### src/rtl/cv32e40p_apu_core_pkg.sv
// Shared APU writeback types and constants.
package cv32e40p_apu_core_pkg;

  localparam int unsigned APU_WB_BUF_DEPTH  = 2;
  localparam int unsigned APU_WB_ADDR_WIDTH = 6;
  localparam int unsigned APU_WB_DATA_WIDTH = 32;
  localparam int unsigned APU_NUSFLAGS_CPU  = 5;

  // One buffered writeback; field order matches the {waddr, wdata} packing used by the buffer.
  typedef struct packed {
    logic [APU_WB_ADDR_WIDTH-1:0] waddr;
    logic [APU_WB_DATA_WIDTH-1:0] wdata;
  } apu_wb_entry_t;

endpackage

### src/rtl/cv32e40p_apu_wb_fifo.sv
// Generic circular FIFO: wrapping pointers, occupancy count, full/empty.
module cv32e40p_apu_wb_fifo
  import cv32e40p_apu_core_pkg::*;
#(
  parameter int unsigned DEPTH = APU_WB_BUF_DEPTH,
  parameter int unsigned WIDTH = APU_WB_ADDR_WIDTH + APU_WB_DATA_WIDTH
) (
  input  logic                         clk,
  input  logic                         rst,
  input  logic                         push,
  input  logic                         pop,
  input  logic [WIDTH-1:0]             wdata,
  output logic [WIDTH-1:0]             rdata,
  output logic [$clog2(DEPTH+1)-1:0]   count,
  output logic                         full,
  output logic                         empty
);

  localparam int unsigned PTR_W = $clog2(DEPTH);
  localparam int unsigned CNT_W = $clog2(DEPTH+1);

  logic [WIDTH-1:0] mem [DEPTH];
  logic [PTR_W-1:0] rptr;
  logic [PTR_W-1:0] wptr;
  logic             do_push;
  logic             do_pop;

  // Pointers wrap at DEPTH-1 so non-power-of-two depths stay dense.
  function automatic logic [PTR_W-1:0] next_ptr(input logic [PTR_W-1:0] p);
    return (p == PTR_W'(DEPTH-1)) ? '0 : p + PTR_W'(1);
  endfunction

  // Status flags and guarded push/pop; a push into a full FIFO needs a same-cycle pop.
  always_comb begin
    full    = (count == CNT_W'(DEPTH));
    empty   = (count == '0);
    do_pop  = pop & ~empty;
    do_push = push & (~full | do_pop);
    rdata   = mem[rptr];
  end

  // Pointer and occupancy state.
  always_ff @(posedge clk or posedge rst) begin
    if (rst) begin
      rptr  <= '0;
      wptr  <= '0;
      count <= '0;
    end else begin
      if (do_push) wptr <= next_ptr(wptr);
      if (do_pop)  rptr <= next_ptr(rptr);
      case ({do_push, do_pop})
        2'b10:   count <= count + CNT_W'(1);
        2'b01:   count <= count - CNT_W'(1);
        default: count <= count;
      endcase
    end
  end

  // Entry storage; validity is tracked by count, so data needs no reset.
  always_ff @(posedge clk) begin
    if (do_push) mem[wptr] <= wdata;
  end

endmodule

### src/rtl/cv32e40p_apu_wb_buffer.sv
// APU result writeback buffer: bypass when empty, in-order retirement otherwise.
module cv32e40p_apu_wb_buffer
  import cv32e40p_apu_core_pkg::*;
#(
  parameter int unsigned DEPTH       = APU_WB_BUF_DEPTH,
  parameter int unsigned DATA_WIDTH  = APU_WB_DATA_WIDTH,
  parameter int unsigned ADDR_WIDTH  = APU_WB_ADDR_WIDTH,
  parameter int unsigned FLAGS_WIDTH = APU_NUSFLAGS_CPU
) (
  input  logic                        clk,
  input  logic                        rst,
  input  logic                        apu_rvalid_i,
  input  logic [DATA_WIDTH-1:0]       apu_result_i,
  input  logic [FLAGS_WIDTH-1:0]      apu_flags_i,
  input  logic [ADDR_WIDTH-1:0]       apu_waddr_i,
  input  logic                        apu_wb_disable_i,
  input  logic                        wb_ready_i,
  output logic                        wb_we_o,
  output logic [ADDR_WIDTH-1:0]       wb_waddr_o,
  output logic [DATA_WIDTH-1:0]       wb_wdata_o,
  output logic                        fflags_we_o,
  output logic [FLAGS_WIDTH-1:0]      fflags_o,
  output logic [$clog2(DEPTH+1)-1:0]  count_o,
  output logic                        almost_full_o,
  output logic                        overflow_o
);

  localparam int unsigned CNT_W   = $clog2(DEPTH+1);
  localparam int unsigned ENTRY_W = ADDR_WIDTH + DATA_WIDTH;

  logic               rvalid;
  logic               accept;
  logic               bypass;
  logic               push;
  logic               pop;
  logic               overflow_set;
  logic               empty;
  logic               full;
  logic [ENTRY_W-1:0] head;
  logic [ENTRY_W-1:0] new_entry;

  // Arrival qualification; results arriving during reset are ignored.
  always_comb begin
    rvalid       = apu_rvalid_i & ~rst;
    accept       = rvalid & ~apu_wb_disable_i;
    bypass       = empty & accept;
    pop          = ~empty & wb_ready_i;
    push         = accept & ~(bypass & wb_ready_i) & (~full | pop);
    overflow_set = accept & full & ~pop;
    new_entry    = {apu_waddr_i, apu_result_i};
  end

  cv32e40p_apu_wb_fifo #(
    .DEPTH (DEPTH),
    .WIDTH (ENTRY_W)
  ) u_fifo (
    .clk   (clk),
    .rst   (rst),
    .push  (push),
    .pop   (pop),
    .wdata (new_entry),
    .rdata (head),
    .count (count_o),
    .full  (full),
    .empty (empty)
  );

  // Write-port selection: queued head first, zero-latency bypass only when empty.
  always_comb begin
    wb_we_o    = 1'b0;
    wb_waddr_o = '0;
    wb_wdata_o = '0;
    if (!empty) begin
      wb_we_o                  = 1'b1;
      {wb_waddr_o, wb_wdata_o} = head;
    end else if (bypass) begin
      wb_we_o    = 1'b1;
      wb_waddr_o = apu_waddr_i;
      wb_wdata_o = apu_result_i;
    end
  end

  // Flag strobe follows every returning result, written back or not.
  always_comb begin
    fflags_we_o   = rvalid;
    fflags_o      = rst ? '0 : apu_flags_i;
    almost_full_o = (count_o >= CNT_W'(DEPTH-1));
  end

  // Sticky overflow: a result was lost because the buffer was full and stalled.
  always_ff @(posedge clk or posedge rst) begin
    if (rst) begin
      overflow_o <= 1'b0;
    end else if (overflow_set) begin
      overflow_o <= 1'b1;
    end
  end

endmodule

### config.mk
export PLATFORM = sky130hd
export DESIGN_NAME = cv32e40p_apu_wb_buffer
export DESIGN_NICKNAME = d
export VERILOG_FILES = /design/src/rtl/cv32e40p_apu_core_pkg.sv /design/src/rtl/cv32e40p_apu_wb_fifo.sv /design/src/rtl/cv32e40p_apu_wb_buffer.sv
export SDC_FILE = /design/constraint.sdc
export NUM_CORES = 1
export LEC_CHECK = 0
export CAP_MARGIN = 10
export CORE_MARGIN = 1.5
export CORE_UTILIZATION = 30
export DETAILED_ROUTE_END_ITERATION = 7
export HOLD_SLACK_MARGIN = 0.1
export PLACE_DENSITY = 0.51
export REMOVE_ABC_BUFFERS = 1
export SLEW_MARGIN = 20
export SYNTH_ARGS = -nofsm -noshare
export SYNTH_HDL_FRONTEND = slang
export SYNTH_SLANG_ARGS = --single-unit
### constraint.sdc
create_clock -name clk -period 10.1 [get_ports clk]
set_input_delay 3.03 -clock clk [delete_from_list [all_inputs] [get_ports clk]]
set_output_delay 3.03 -clock clk [all_outputs]
set_load 0.005 [all_outputs]
==> impl_metrics.tcl <==
set metrics [dict create \
    finalSetupViolations 0 \
    synth-seq-area-share 0.703 \
    start_kind "input pin" \
    p_leak_nw 1.68 \
    portBuffers 96 \
    internal_power_mw 0.856 \
    synth_area_sq_mm 0.00342 \
    clock_latency_ns 0.32 \
    core_sq_mm 0.0110 \
    crit_chain "clkdlybuf4s50_1, and4bb_2, nand2_1, o21ai_0, clkdlybuf4s50_1" \
    crit_arrival_ns 5.39 \
    grt_max_degree 42 \
    detail_route.iter0.violations 73 \
    clk_path_buf_depth 2 \
    htreeDepth 3 \
    synth_top_area_share 0.666 \
    io_pins 97 \
    p_comb_frac 0.352 \
    yosysWarnings 0 \
    cts_setup_buffers 0 \
    routabilityCongestion 0.680 \
    crit_type "input pin to primary output" \
    hold_buffers 0 \
    chipHeight_um 110 \
    slew_viol_final 0 \
    cts_buffers 9 \
    via_per_inst 4.51 \
    first_pass_iters 4 \
    p_switching_mw 0.324 \
    grt_pass1_vias 2227 \
    synth_area_leader_cell "edfxtp_1" \
    clk_pin_slew_ns 0.06 \
    synthDistinctLibCells 23 \
    overflow 0 \
    cp_common_cell "clkdlybuf4s50_1" \
    vdd_drop_max_v 0.000165 \
    setup_slack_ns 1.68 \
    fillers 1037 \
    post_cts_resized 0 \
    area_growth_pct 40.9 \
    cp_slowest_cell "and4bb_2" \
    powerDensity_mw_per_mm2 244 \
    worstPathRequired_ns 7.07 \
    fmax_mhz 119 \
    clockPowerShare 0.286 \
    die_width_um 110 \
    critPathMaxFanout 38 \
    antenna_found_initial 0 \
    wirelength_um 7280 \
    status "completed" \
    final.setup.tns_ns 0 \
    maxCapViolations 0 \
    num_antenna_cells 0 \
    avgSynthCellArea_sq_um 14.3 \
    cts-root-buf "clkbuf_16" \
    min_path_type "register to register" \
    yosys-top-cells-area "edfxtp_1 (67%), mux2i_1 (11%), nand2_1 (4.3%)" \
    switching_share 0.275 \
    start_util 0.312 \
    dp_hpwl_um 4530 \
    drtAntennaViolNets 0 \
    postSynthCellCount 239 \
    vias 2164 \
    routedWlPerCell_um 15.2 \
    power_frac_seq 0.362 \
    drive_gt1_frac 0.0706 \
    slew_headroom 0.377 \
    dieArea_sq_mm 0.0121 \
    finalCriticalPeriod_ns 8.42 \
    num_rows 38 \
    drc 0 \
    rsz0062_at_grt "no" \
    worst_slew_pin_slew_ns 0.934 \
    hold_viol 0 \
    clock-sinks 81 \
    gr-usage-all-layers 0.127 \
    nets 388 \
    grt_pass1_wl_um 11400 \
    clock_skew_ns 0.00649 \
    cp_slowest_stage_delay_ns 0.96 \
    whs_ns 0.474 \
    finish.utilization 0.439 \
    dp_slack_ns 1.64 \
    cp-end-kind "primary output" \
    fin_crit_sh 0.833 \
    synth_seq_cells 81 \
    cts_tree "yes" \
]
-- critical path, delay by kind of cell --
| kind | cells | cell delay [ns] |
|---|---|---|
| AND/OR/NAND/NOR | 2 | 1.10 |
| AO/OA/AOI/OAI | 1 | 0.13 |
| buffers and inverters | 2 | 1.08 |
-- registers in the layout (all words and copies together), names as in the netlist --
register      count
u_fifo.mem       76
u_fifo.count      2
overflow_o        1
u_fifo.rptr       1
u_fifo.wptr       1
-- cells by family after synthesis --
logic type / share of synthesized area
DFF: 0.703
and+or+nand+nor: 0.0676
AOI/OAI and AO/OA: 0.0621
muxes: 0.111
buffers and inverters: 0.0314
xor gates and xnor gates: 0.0102
adders and majority gates: 0.0146
-- Yosys cell counts --
master,n
xor2_1,1
a31o_2,1
nand2_1,39
o21ai_2,1
o21ai_1,20
buf_6,3
buf_4,2
nor2b_2,1
xnor2_1,3
ha_1,4
o21ai_0,19
nand2b_1,1
nor3b_1,1
and2b_1,1
nor2_1,3
inv_1,6
and4bb_1,1
buf_2,5
mux2i_1,38
clkbuf_1,3
nor2b_1,5
dfrtp_1,5
edfxtp_1,76
-- power groups by stage --
stage | combinational (mW) | sequential, mW | clock, mW
after floorplan | 0.170 | 0.442 | 0
after global placement | 0.421 | 0.435 | 0
after detailed placement | 0.423 | 0.436 | 0
after CTS | 0.426 | 0.430 | 0.344
after global routing | 0.457 | 0.433 | 0.359
final | 0.415 | 0.427 | 0.338
-- layer usage --
metal,routed length (um),up-vias,share of wire,track usage
met3,377,8,0.052,0.0344
met1,3290,1040,0.45,0.161
li1,-,1059,-,-
met5,0,-,0,0
met4,75,0,0.010,0.0417
met2,3540,57,0.49,0.209
-- metrics by stage --
step | total power [mW] | cell area, sq um | cells
after global placement | 0.856 | 4520 | 465
after global routing | 1.25 | 4830 | 480
after floorplan | 0.611 | 3340 | 226
after CTS | 1.20 | 4830 | 480
after detailed placement | 0.859 | 4520 | 465
final | 1.18 | 4830 | 480
-- placed cells by master (no fill, tap or decap) --
master / n
clkinvlp_4: 1
nor2_1: 1
nor3b_1: 1
clkinv_1: 1
and2b_1: 1
nor2_4: 2
nor2b_2: 1
a31o_2: 1
nand2b_1: 1
nand2_1: 39
xor2_1: 1
and4bb_2: 1
ha_1: 3
clkbuf_1: 1
xnor2_1: 3
mux2i_1: 38
inv_6: 1
clkbuf_16: 9
nor2b_1: 5
edfxtp_1: 76
dfrtp_2: 1
o21ai_1: 20
clkdlybuf4s50_1: 96
dfrtp_1: 4
o21ai_2: 1
bufinv_16: 2
inv_1: 6
o21ai_0: 19
ha_2: 1
buf_4: 3
-- final cells by class --
cell class | instances | area, sq um | share of cell area
clock buffer | 10 | 229 | 0.0474
sequential | 81 | 2410 | 0.499
tap | 140 | 175 | 0.0363
timing repair buffer | 99 | 983 | 0.204
clock inverter | 5 | 80.1 | 0.0166
inverter | 6 | 22.5 | 0.00467
multi-input combinational | 139 | 927 | 0.192
-- path summary, 6_finish.rpt --
| kind | from | to | slack (ns) | cells after the start |
|---|---|---|---|---|
| max | rst | wb_wdata_o[10] | 1.68 | 5 |
| min | overflow_o$_DFFE_PP0P_ | overflow_o$_DFFE_PP0P_ | 0.47 | 1 |
| max reg2reg | u_fifo.count[0]$_DFFE_PP0P_ | u_fifo.mem[1][37]$_DFFE_PP_ | 7.61 | 6 |
| min reg2reg | overflow_o$_DFFE_PP0P_ | overflow_o$_DFFE_PP0P_ | 0.47 | 1 |
| max in group asynchronous | rst | u_fifo.rptr$_DFFE_PP0P_ | 6.79 | 2 |
| min in group asynchronous | rst | overflow_o$_DFFE_PP0P_ | 3.11 | 2 |
Power figures use the tool's default switching activity.
